[src/rtl/mem_access_sequencer.sv]
// Load/store sequencer: splits word-crossing accesses into two beats on a single-outstanding req/gnt/rvalid bus.
// Latency: accept T0, bus_req T1, completion pulse one cycle after the last rvalid (T3 minimum aligned, +2 split).
// Backpressure: ex_ready only in IDLE/DONE; stall holds the pipeline while an offered op cannot be accepted.
module mem_access_sequencer #(
    parameter int XLEN = 32
) (
    input  logic            clk,
    input  logic            reset_n,
    input  logic            ex_valid,
    output logic            ex_ready,
    input  logic [XLEN-1:0] ex_addr,
    input  logic [1:0]      ex_width,
    input  logic            ex_sign_extend,
    input  logic            ex_w_enable,
    input  logic [XLEN-1:0] ex_w_value,
    input  logic [4:0]      ex_rd,
    output logic            stall,
    output logic            bus_req,
    output logic [XLEN-1:0] bus_addr,
    output logic            bus_we,
    output logic [3:0]      bus_be,
    output logic [XLEN-1:0] bus_wdata,
    input  logic            bus_gnt,
    input  logic            bus_rvalid,
    input  logic [XLEN-1:0] bus_rdata,
    input  logic            bus_err,
    output logic            wb_valid,
    output logic            wb_reg_enable,
    output logic [4:0]      wb_rd,
    output logic [XLEN-1:0] wb_value,
    output logic            wb_fault
);

    typedef enum logic [2:0] {
        IDLE    = 3'd0,
        REQ_LO  = 3'd1,
        WAIT_LO = 3'd2,
        REQ_HI  = 3'd3,
        WAIT_HI = 3'd4,
        DONE    = 3'd5
    } state_t;

    localparam logic [1:0] W_BYTE = 2'd0;
    localparam logic [1:0] W_HALF = 2'd1;

    state_t state;

    // Captured op: everything needed for the second beat and for read assembly.
    logic            op_split;
    logic [1:0]      op_off;
    logic [1:0]      op_width;
    logic            op_sext;
    logic            op_we;
    logic [4:0]      op_rd;
    logic [XLEN-1:0] op_hi_addr;
    logic [3:0]      op_hi_be;
    logic [XLEN-1:0] op_hi_wdata;
    logic [XLEN-1:0] lo_rdata;

    logic [2:0]      acc_size;
    logic [3:0]      acc_mask;
    logic [1:0]      acc_off;
    logic            acc_split;
    logic [7:0]      acc_be64;
    logic [63:0]     acc_lane_mask;
    logic [63:0]     acc_wd64;
    logic [XLEN-1:0] acc_lo_addr;
    logic [XLEN-1:0] acc_hi_addr;

    logic            accept;
    logic            rsp_done;
    logic [XLEN-1:0] rsp_lo;
    logic [XLEN-1:0] rsp_hi;
    logic [XLEN-1:0] load_value;

    function automatic logic [XLEN-1:0] assemble(
        input logic [XLEN-1:0] lo,
        input logic [XLEN-1:0] hi,
        input logic [1:0]      off,
        input logic [1:0]      width,
        input logic            sext
    );
        logic [XLEN-1:0] r;
        r = XLEN'({hi, lo} >> {off, 3'b000});
        case (width)
            W_BYTE:  assemble = sext ? {{24{r[7]}}, r[7:0]}   : {24'h0, r[7:0]};
            W_HALF:  assemble = sext ? {{16{r[15]}}, r[15:0]} : {16'h0, r[15:0]};
            default: assemble = r;
        endcase
    endfunction

    always_comb begin
        acc_off = ex_addr[1:0];
        case (ex_width)
            W_BYTE:  begin acc_size = 3'd1; acc_mask = 4'b0001; end
            W_HALF:  begin acc_size = 3'd2; acc_mask = 4'b0011; end
            default: begin acc_size = 3'd4; acc_mask = 4'b1111; end
        endcase
        acc_split = ({1'b0, acc_off} + acc_size) > 3'd4;
        acc_be64  = {4'b0000, acc_mask} << acc_off;
        acc_lane_mask = '0;
        for (int i = 0; i < 8; i++) begin
            acc_lane_mask[8*i +: 8] = {8{acc_be64[i]}};
        end
        // Bytes outside the enables are zeroed rather than left as shifted garbage.
        acc_wd64    = ({32'h0, ex_w_value} << {acc_off, 3'b000}) & acc_lane_mask;
        acc_lo_addr = {ex_addr[XLEN-1:2], 2'b00};
        acc_hi_addr = acc_lo_addr + XLEN'(4);
    end

    assign ex_ready = (state == IDLE) || (state == DONE);
    assign stall    = ex_valid && !ex_ready;
    assign accept   = ex_valid && ex_ready;

    always_comb begin
        rsp_lo   = (state == WAIT_HI) ? lo_rdata  : bus_rdata;
        rsp_hi   = (state == WAIT_HI) ? bus_rdata : '0;
        rsp_done = bus_rvalid &&
                   (((state == WAIT_LO) && (bus_err || !op_split)) || (state == WAIT_HI));
        load_value = assemble(rsp_lo, rsp_hi, op_off, op_width, op_sext);
    end

    always_ff @(posedge clk or negedge reset_n) begin
        if (!reset_n) begin
            state         <= IDLE;
            bus_req       <= 1'b0;
            bus_addr      <= '0;
            bus_we        <= 1'b0;
            bus_be        <= '0;
            bus_wdata     <= '0;
            wb_valid      <= 1'b0;
            wb_reg_enable <= 1'b0;
            wb_rd         <= '0;
            wb_value      <= '0;
            wb_fault      <= 1'b0;
            op_split      <= 1'b0;
            op_off        <= '0;
            op_width      <= '0;
            op_sext       <= 1'b0;
            op_we         <= 1'b0;
            op_rd         <= '0;
            op_hi_addr    <= '0;
            op_hi_be      <= '0;
            op_hi_wdata   <= '0;
            lo_rdata      <= '0;
        end else begin
            wb_valid      <= 1'b0;
            wb_reg_enable <= 1'b0;

            if (rsp_done) begin
                wb_valid      <= 1'b1;
                wb_rd         <= op_rd;
                wb_fault      <= bus_err;
                wb_value      <= (bus_err || op_we) ? '0 : load_value;
                wb_reg_enable <= !op_we && !bus_err;
            end

            case (state)
                IDLE, DONE: begin
                    if (accept) begin
                        state       <= REQ_LO;
                        bus_req     <= 1'b1;
                        bus_addr    <= acc_lo_addr;
                        bus_we      <= ex_w_enable;
                        bus_be      <= acc_be64[3:0];
                        bus_wdata   <= acc_wd64[31:0];
                        op_split    <= acc_split;
                        op_off      <= acc_off;
                        op_width    <= ex_width;
                        op_sext     <= ex_sign_extend;
                        op_we       <= ex_w_enable;
                        op_rd       <= ex_rd;
                        op_hi_addr  <= acc_hi_addr;
                        op_hi_be    <= acc_be64[7:4];
                        op_hi_wdata <= acc_wd64[63:32];
                    end else begin
                        state <= IDLE;
                    end
                end
                REQ_LO: begin
                    if (bus_gnt) begin
                        bus_req <= 1'b0;
                        state   <= WAIT_LO;
                    end
                end
                WAIT_LO: begin
                    if (rsp_done) begin
                        state <= DONE;
                    end else if (bus_rvalid) begin
                        lo_rdata  <= bus_rdata;
                        bus_req   <= 1'b1;
                        bus_addr  <= op_hi_addr;
                        bus_be    <= op_hi_be;
                        bus_wdata <= op_hi_wdata;
                        state     <= REQ_HI;
                    end
                end
                REQ_HI: begin
                    if (bus_gnt) begin
                        bus_req <= 1'b0;
                        state   <= WAIT_HI;
                    end
                end
                WAIT_HI: begin
                    if (rsp_done) begin
                        state <= DONE;
                    end
                end
                default: state <= IDLE;
            endcase
        end
    end

endmodule

[config.mk]
export PLATFORM = sky130hd
export DESIGN_NAME = mem_access_sequencer
export DESIGN_NICKNAME = d
export VERILOG_FILES = /design/src/rtl/mem_access_sequencer.sv
export SDC_FILE = /design/constraint.sdc
export NUM_CORES = 1
export LEC_CHECK = 0
export BUFFER_PORTS_ARGS = -buffer_cell sky130_fd_sc_hd__clkbuf_2
export CAP_MARGIN = 20
export CORE_AREA = 5 5 162 164
export CTS_CLUSTER_SIZE = 12
export DETAILED_ROUTE_END_ITERATION = 8
export DIE_AREA = 0 0 167 169
export PLACE_DENSITY = 0.7
export SLEW_MARGIN = 20
export SYNTH_ARGS = -nofsm -noshare
export SYNTH_HDL_FRONTEND = slang
export SYNTH_SLANG_ARGS = --single-unit
[constraint.sdc]
create_clock -name clk -period 2.2 [get_ports clk]
set_clock_uncertainty 0.1 [all_clocks]
set_input_delay 0.66 -clock clk [delete_from_list [all_inputs] [get_ports clk]]
set_output_delay 0.66 -clock clk [all_outputs]
set_load 0.01 [all_outputs]
* Yosys cells after proc, flatten, opt, wreduce, memory -nomap -nowiden
Cells that the tools add are included.
** Storage, ports and cells
- Register bits :: 224
- Input bits :: 111
- Word-level logic and storage cells :: 102
** Cells by class
- Bitwise gates (word level) :: 2
- Reduce and logical (&&, ||, !) cells :: 25
- Multiplexer cells :: 34
- $lt $le $gt $ge :: 1
- Shift-type cells :: 3
- Equality and inequality tests :: 15
- $add $sub $neg :: 2
** Operators with widths (count)
- 32-bit two-way mux :: 11
- 32-bit one-hot mux with 2 select lines :: 3
- 64-bit bitwise AND :: 1
- 32-bit by 5-bit << shifter with 64-bit output :: 1
- 64-bit by 5-bit right shift with 32-bit output :: 1
- 32-bit by 3-bit adder with 32-bit output, second input constant :: 1
- 4-bit one-hot mux with 2 select lines :: 2
- 3-bit two-way mux :: 5
- 3-bit one-hot mux with 5 select lines :: 1
- 4-bit two-way mux :: 3
- 2-bit != test, second input constant :: 6
- 4-bit AND reduction :: 2
- 4-bit by 2-bit << shifter with 8-bit output :: 1
- 1-bit two-way mux :: 7
- 3-bit by 2-bit equality test with 1-bit output, second input constant :: 2
- 3-bit equality test, second input constant :: 2
- 3-bit one-hot mux with 2 select lines :: 1
- 1-bit logical AND :: 5
- 5-bit AND reduction :: 1
- 2-bit by 1-bit equality test with 1-bit output, second input constant :: 2
- 1-bit logical NOT :: 4
- 2-bit logical NOT :: 2
- 1-bit logical OR :: 4
- 2-bit OR reduction :: 2
- 12 further kinds :: 12

* Logic depth before layout (Yosys ltp)
Gate-level depths: netlist of the first run.
- Word-level depth :: 7
- Gate-level depth with buffers :: 9
- Mapped depth without buffers :: 6

* Worst setup path before layout of the first run
No wires, ideal clock.
- Path type :: input-to-reg
- Start point :: input ex_addr[0]
- End point :: register bus_wdata[15]
- Library setup time :: 83 ps
- Arrival time :: 2292 ps
- Path buffers :: 3
- Stages :: 9
- Slack :: -274 ps
- Cells stage by stage :: clkbuf_1 > buf_2 > clkinv_1 > ha_1 > or3_1 > clkbuf_1 > nor2_1 > a21oi_1 > o21ai_0
** Between the ends
- Longest elaborated chain between the ends :: 4
** RTL lines
- start, declared :: RTL line 11 : input logic [XLEN-1:0] ex_addr,
- 32-bit by 5-bit << shifter with 64-bit output / 4-bit by 2-bit << shifter with 8-bit output (equally long branches) :: RTL line 106, 100
- 64-bit bitwise AND (*) :: RTL line 106 : acc_wd64 = ({32'h0, ex_w_value} << {acc_off, 3'b000}) & acc_lane_mask;
- 32-bit two-way mux (*) :: RTL line 160 : if (accept) begin
- 32-bit one-hot mux with 2 select lines (*) :: RTL line 158 : case (state)
- end signal, assigned :: RTL line 166 : bus_wdata <= acc_wd64[31:0];
- end signal, assigned :: RTL line 194 : bus_wdata <= op_hi_wdata;
- end, declared :: RTL line 22 : output logic [XLEN-1:0] bus_wdata,
Mark *: on every way between the ends. The rest lies on a longest branch, timed or not. The select of a mux whose other input is x is not followed.
A chain may end at the register's enable or synchronous reset.

* Worst setup path in the final report of the first run
- Start point :: register state[0]
- End point :: output stall
** Between the ends
- Longest elaborated chain between the ends :: 4
** RTL lines
- start, declared :: RTL line 46 : state_t state;
- start signal, assigned :: RTL line 125 : state <= IDLE;
- start signal, assigned :: RTL line 161 : state <= REQ_LO;
- start signal, assigned :: RTL line 177 : state <= IDLE;
- 3-bit equality test / 3-bit logical NOT (equally long branches) :: RTL line 111 : assign ex_ready = (state == IDLE) || (state == DONE);
- 1-bit logical OR (*) :: RTL line 111
- 1-bit logical NOT (*) :: RTL line 112 : assign stall = ex_valid && !ex_ready;
- 1-bit logical AND (*) :: RTL line 112
- end, declared :: RTL line 17 : output logic stall,
Mark *: on every way between the ends. The rest lies on a longest branch, timed or not.

==> metrics, run 1 <==
status=complete, but fails checks; failing checks=negative setup slack; Vias=9,757; Crit. End Element=output port; Lkg Pwr=7.03 nW; gr usage total=a little under a quarter; Worst EP required=1440 ps; Seq cells post-synth=211; IO Pins=about 220; Placed Cells incl. Taps=1,695; WL per Instance=around 19 µm; worst setup slack after layout=-190 ps; Setup CP Type=flop to output port; Diodes inserted=0; WHS=247 ps; Hold Crit Class=primary input to flop; global-route wire length before repair=53,400 µm; Synth Instances=1,100; met3 usage=5.30%; Yosys Warn Count=0; Tmin final=about 2400 ps; max-slew violations=0; number of synthesized flops with an enable pin=0; DRT Pass-1 Iters=5; Starting Density=44.2%; Avg Vias per Cell=between 5 and 6; RD Place Congestion=0.841; DRC=0; largest net degree at the start of global routing=69; Place WS=-174 ps; worst r2r path cells=7; final period utilization=109%; Die Wd=167 µm; core area=24,700 µm²; CTS max path bufs=3; CTS root buf=clkbuf_16; Iter 0 DRT Violations=about 700; Setup Viol. Count Final=65; Post-synth top flop=dfrtp_1; met2 usage=38.2%; Worst VDD drop=668 µV; DIE HEIGHT=169 µm; vias in the first global route=9,989; CTS H-Tree Depth=1; flop2flop setup slack=-150 ps; Seq/Total Area, Yosys=~48%; worst hold stages=3; CP startpoint kind=flop; hold path startpoint=ex_rd[3]; Reg2Reg Launch Point=state[0]; worst-case hold path end point=op_rd[3]; Slew Limit Headroom=49.1%; clk slew on worst S/H paths=60 ps; worst endpoint data arrival time=between 1500 and 2000 ps; Std-Cell Rows=58; routing usage on met1=between 20% and 30%; Synth Cell Area=10,900 µm²; fraction of layout cells with a size suffix above 1=around 33%; Async SR Flop Fraction=100%; RSZ-0062 raised after global routing=true; cts bufs inserted=25; fmax=418 MHz; GR peak layer=met2; CTS tree=yes; GRT overflow=0; CTS sink cnt=211; area grow syn2layout=32.0%; Final Hold Viols=0; worst skew pair latency=slightly above 500 ps; Die ar.=28,200 µm²; synth unique cells=64; hpwl dp=between 20,000 and 25,000 µm; Detailed Route WL=33,200 µm; IO buf count=220; r2r endpoint=wb_value[18]; DRT antenna net count=0; Nets=1,520; Layout Cells excl Fill=1,752; Synth Area per Inst=9.93 µm²; maxcap violations=0; Worst Tran Pin Value=762 ps; Power Dens Cells=1310 nW/µm²; Max FO, Critical Path=2; initial antenna violation count=1
-- sequential cells by signal, summed over array words and instances, names as in the netlist, 4 cells and up --
signal and cells:
bus_be 4, op_rd 5, wb_rd 5, wb_value 32, bus_wdata 32, bus_addr 30, op_hi_addr 30, lo_rdata 32
op_hi_wdata 24
-- Yosys cell counts, types with 2 or more instances --
cell type	n	share of area [%]
a21o_1	7	0.48
o22ai_1	2	0.11
buf_1	11	0.38
a32oi_1	8	0.64
nand3b_1	8	0.55
nor3_1	3	0.14
a22o_1	25	2.0
nand2_1	227	7.8
and2_1	2	0.11
nor4_1	4	0.23
o2111ai_1	14	1.1
and4_1	2	0.16
ha_1	3	0.34
and3_1	14	0.80
or4_1	4	0.27
mux2_1	5	0.52
a221o_1	7	0.64
or3_1	3	0.17
o31ai_1	3	0.21
dfrtp_1	211	48
or2_2	2	0.11
o311ai_0	4	0.32
buf_4	2	0.14
o21ai_0	127	5.8
a22oi_1	18	1.2
nor2b_1	7	0.40
nor2_1	29	1.0
buf_2	33	1.5
a221oi_1	2	0.16
nand3_1	36	1.6
mux2i_1	111	10
mux4_2	8	1.6
xor2_1	15	1.2
a31oi_1	4	0.23
inv_1	6	0.21
nand4_1	5	0.29
mux2_2	33	3.4
clkbuf_1	36	1.2
nand2b_1	4	0.23
xnor2_1	11	0.88
clkinv_1	2	0.069
a21oi_1	20	0.92
-- placed cells by master, fill, tap and decap left out, types with 4 or more instances in the layout --
cell type	synthesis	routed
clkbuf_8	0	5
clkbuf_2	0	219
a21oi_1	20	19
and3_1	14	12
xnor2_1	11	11
o21ai_0	127	127
nand4_1	5	5
nor2b_1	7	7
a31oi_1	4	4
nor4_1	4	4
nor2_1	29	27
mux2_2	33	33
clkbuf_16	0	28
mux4_2	8	8
buf_6	0	6
nand2b_1	4	4
a22o_1	25	24
o2111ai_1	14	14
xor2_1	15	14
clkinv_2	0	5
nand3_1	36	36
a221o_1	7	7
mux2i_4	0	8
nand3b_1	8	8
a21o_1	7	7
clkbuf_1	36	5
a32oi_1	8	8
buf_12	0	14
buf_4	2	114
dfrtp_1	211	210
nand2_1	227	227
mux2i_1	111	102
inv_1	6	6
a22oi_1	18	18
-- metrics by stage --
step	area, µm²	utilization [%]	total power [mW]	setup TNS, ps
6_report	14400	58.3	18.8	-5840
5_1_grt	14400	58.3	20.2	-10680
4_1_cts	14200	57.4	18.8	-7090
3_5_place_dp	13200	53.5	14.3	-6840
3_3_place_gp	13200	53.5	14.1	-5080
2_1_floorplan	11000	-	11.1	-103
-- per-layer routing --
layer	part of all wire, %	routed length, µm	vias up
met5	0.021	7	-
met4	2.6	873	2
met3	8.6	2840	64
met2	48	15800	426
met1	41	13700	4722
li1	-	-	4543
-- area by class of cell --
cell class	count	area (µm²)
clock buffers	34	699
clock inverters	10	134
fillers	2109	10300
inverters	9	35.0
multi-input cells	799	5440
flip-flops and latches	211	5280
well taps	330	413
repair buffers	359	2410
-- logic make-up (layout without fill, tap and decap cells) --
family                     Yosys count  after routing  share of synthesized area [%]
AOI/OAI and AO/OA                  247            247                           14.4
xor gates and xnor gates            26             26                           2.08
adders and majority gates            4              4                          0.527
buffers and inverters               91            412                           3.57
DFF                                211            211                           48.3
muxes                              157            157                           15.7
other                                1              2                         0.0343
and+or+nand+nor                    363            363                           15.3
-- repair_timing --
item | 4_1_cts | 5_1_grt
setup buffers | 5 | 3
endpoints found under the hold margin | 16 | 0
gates cloned | 0 | 4
setup endpoints to repair | 74 | 105
resized for setup | 15 | 25
pin swaps | 3 | 3
hold buffers | 1 | 0
-- power breakdown --
group | internal [mW] | leakage [nW] | switching (mW) | total [mW]
registers | 5.67 | 2.73 | 1.19 | 6.87
logic | 3.58 | 3.89 | 4.22 | 7.80
clock network | 2.57 | 0.405 | 1.61 | 4.18
-- how the worst max path moves through the flow --
stage,endpoint,cells after the start,slack (ps),start
floorplan,op_hi_addr[31],6,-10,ex_addr[4]
global placement,wb_value[1],7,-160,state[0]
detailed placement,wb_value[18],8,-170,bus_err
CTS,stall,6,-220,state[0]
global route,wb_value[16],7,-240,state[0]
finish,stall,6,-190,state[0]
-- critical path, stage by stage, from the launching register on --
cell and delay [ps]:
dfrtp_1 400, buf_6 140, xor2_2 160, buf_4 140, nor2_4 100, nor2b_1 60, clkbuf_2 120
Note: power is estimated with default switching activity, not from simulation.
==> run 2: changes to the inputs <==
--- a/config.mk
+++ b/config.mk
@@ -5,13 +5,14 @@
 export SDC_FILE = /design/constraint.sdc
 export NUM_CORES = 1
 export LEC_CHECK = 0
+export ABC_AREA = 1
 export BUFFER_PORTS_ARGS = -buffer_cell sky130_fd_sc_hd__clkbuf_2
 export CAP_MARGIN = 20
-export CORE_AREA = 5 5 162 164
+export CORE_AREA = 5 5 166 168
 export CTS_CLUSTER_SIZE = 12
 export DETAILED_ROUTE_END_ITERATION = 8
-export DIE_AREA = 0 0 167 169
-export PLACE_DENSITY = 0.7
+export DIE_AREA = 0 0 171 173
+export PLACE_DENSITY = 0.69
 export SLEW_MARGIN = 20
 export SYNTH_ARGS = -nofsm -noshare
 export SYNTH_HDL_FRONTEND = slang
==> run 2 against run 1 <==
Against the previous run: the run still ends with negative setup slack left; worst hold slack better by 12 ps; clock power hardly changed; first-iteration DRC count up 45%; final cell count rose by 21%; global-route usage increased by 0.69 points; synthesized cell count increased by 40%; via count rose by 15%; sequential power shrank 5.7%; critical endpoint unchanged; non-clock buffer count decreased by 79; combinational power grew 6.4%.
==> metrics, run 2 <==
Slew Limit Headroom=53.3% (+4.2 points); RD Place Congestion=0.935 (+11%); DRC=0 (unchanged); DRT Pass-1 Iters=8 (+3); Synth Cell Area=11,400 µm² (+4.8%); Setup CP Type=flop to output port; combinational power share=43.8% (+2.4 points); Nets=1,877 (+23%); max-slew violations=0 (unchanged); largest family of logic cells by synthesized area=simple AND/OR/NAND/NOR gates; Seq/Total Area, Yosys=46.1% (-2.2 points); DIE HEIGHT=173 µm (+2.4%); biggest area consumer among synthesized cells=dfrtp_1; gr usage total=23.5% (+0.69 points); Die ar.=29,600 µm² (+4.8%); Std-Cell Rows=59 (+1.7%); Setup Viol. Count Final=2 (-97%); Post-synth top flop=dfrtp_1; post-route cell area=14,100 µm² (-2.3%); fraction of layout cells with a size suffix above 1=19.8% (-14 points); number of synthesized flops with an enable pin=0 (unchanged); vias in the first global route=10.9k (+9.5%); Synth Area in Simple Gates=27.6% (+12 points); Seq cells post-synth=211 (unchanged); P_sw=7.87 mW (+12%); Iter 0 DRT Violations=1,019 (+45%); failing checks=negative setup slack; Pint=11.1 mW (-6.4%); core area=25,800 µm² (+4.1%); CTS root buf=clkbuf_16; setup TNS=-155 ps (+5690 ps); Pwr Total=18.9 mW (+0.52%); Hold Crit Class=primary input to flop; Layout fillers=2,444 (+16%); Avg Vias per Cell=5.29 (-5.0%); Final Hold Viols=0 (unchanged); CTS H-Tree Depth=1 (unchanged); Worst EP required=1440 ps (about the same); Seq. cell area=5280 µm² (about the same); WHS=259 ps (+12.2 ps); mux cell area share after synthesis=2.01% (-14 points); dpl cell area=13,100 µm² (-0.97%); most common cell after layout, fill and taps aside=nand2_1; Synth top area share=46.1% (-2.2 points); Worst VDD drop=883 µV (+32%); Flop pwr share=34.2% (-2.2 points); Synth Area in Adders=0.503% (-0.024 points); maxcap violations=0 (unchanged); Vias=11.2k (+15%); ranking of synthesized cells by area=dfrtp_1 46%, nand2_1 18%, o21ai_0 6.7%; Starting Density=44.4% (+0.28 points); CTS sink cnt=211 (unchanged); Tmin final=2300 ps (-93.9 ps); IO buf count=220 (unchanged); clk slew on worst S/H paths=60 ps (about the same); fmax=436 MHz (+4.1%); DRT antenna net count=0 (unchanged); commonest non-fill, non-tap cells in the layout=564 x nand2_1, 218 x clkbuf_2, 209 x dfrtp_1; Post-Synth XOR/XNOR Area=1.84% (-0.25 points); Synth Area per Inst=7.41 µm² (-25%); largest net degree at the start of global routing=64 (-7.2%); hpwl dp=25,900 µm (+12%); Power Dens Cells=1340 nW/µm² (+2.8%); RSZ-0062 raised after global routing=true; most frequent cells after synthesis=564 x nand2_1, 211 x dfrtp_1, 153 x o21ai_0; area grow syn2layout=23.1%; Max FO, Critical Path=3 (+1); cell with the most instances after synthesis=nand2_1; GRT overflow=0 (unchanged); CP startpoint kind=flop; worst skew pair latency=510 ps (about the same); WL per Instance=17.0 µm (-10%); Multi-input gate area=5400 µm² (-0.83%); Crit. End Element=output port; fraction of power spent switching nets=41.6% (+4.3 points); Synth Area in Compound Gates=14.5% (+0.065 points); Top Registers=bus_wdata x32, lo_rdata x32, wb_value x32; Synth Instances=1,544 (+40%); clock power share=22.0% (-0.2 points); status=complete, but fails checks; CTS tree=yes; initial antenna violation count=0 (-1); synth unique cells=40 (-38%); Detailed Route WL=36,000 µm (+8.4%); Lkg Pwr=7.44 nW (+5.9%); final period utilization=104% (-4.3 points); worst endpoint data arrival time=1540 ps (-90 ps); CTS max path bufs=3 (unchanged); Place WS=-0.184 ps (+174 ps); Die Wd=171 µm (+2.4%); Worst Tran Pin Value=696 ps (-66.3 ps); IO Pins=223 (unchanged); cts bufs inserted=25 (unchanged); worst setup slack after layout=-95.6 ps (+93.9 ps); global-route wire length before repair=57,200 µm (+7.3%); Async SR Flop Fraction=100% (unchanged); Yosys Warn Count=0 (unchanged)
[run 2: worst paths after layout]
kind                                    start             end  slack [ps]  cells after the start
worst max-delay path                 state[0]           stall        -100                      6
max in group asynchronous             reset_n  op_hi_addr[23]         840                      3
min in group asynchronous             reset_n    lo_rdata[24]         500                      2
worst max register to register       state[0]    wb_value[13]         110                     11
worst min register to register  bus_wdata[11]   bus_wdata[11]         370                      2
worst min-delay path                 ex_rd[0]        op_rd[0]         260                      3
[run 2: cell families after synthesis]
| family | after synthesis |
|---|---|
| adder cells (fa/ha/maj) | 4 |
| AND/OR/NAND/NOR | 769 |
| flip-flops | 211 |
| buffers and inverters | 204 |
| multiplexers | 23 |
| other | 1 |
| AO/OA/AOI/OAI | 308 |
| XOR/XNOR | 24 |
[run 2: metal layers]
metal	vias to the layer above	wire (µm)	GRT usage, %
met2	435	16800	38.4
met4	0	857	5.74
met5	-	0	0
met1	5222	15400	32.9
li1	5471	-	-
met3	67	2880	3.72
[run 2: repair_timing]
item                                    4_1_cts  5_1_grt
setup buffers                                 6        0
resized for setup                             6       10
endpoints found under the setup margin        2       85
hold endpoints to repair                     19        0
hold buffers                                  1        0
pin swaps                                     1        2
cloned                                        0        2
[run 2: final cells by class]
cell class / count / area share [%]
multi-input combinational: 1131 / 38.3
timing repair buffer: 280 / 12.4
clock buffer: 34 / 4.89
sequential: 211 / 37.5
antenna: 1 / 0.0178
inverter: 113 / 3.02
tap: 335 / 2.97
clock inverter: 10 / 0.941
[run 2: stage by stage]
| step | util (%) | instances |
|---|---|---|
| after floorplan | - | 1545 |
| after global placement | 50.9 | 2061 |
| after detailed placement | 50.9 | 2061 |
| after CTS | 54.4 | 2112 |
| after global routing | 54.7 | 2114 |
| final | 54.7 | 2115 |
[run 2: worst max-delay path, cell delays in order, from the launching register on]
cell      delay (ps)
dfrtp_1          430
inv_2             80
o21ai_4          160
o21ai_4           80
inv_2            100
nor2_1            40
clkbuf_2         130
[run 2: power groups by stage]
stage | sequential, mW | combinational (mW) | clock (mW)
floorplan | 6.60 | 5.03 | 0
global placement | 6.48 | 7.85 | 0
detailed placement | 6.51 | 8.02 | 0
CTS | 6.48 | 8.18 | 4.25
global route | 6.66 | 9.30 | 4.44
finish | 6.48 | 8.30 | 4.17
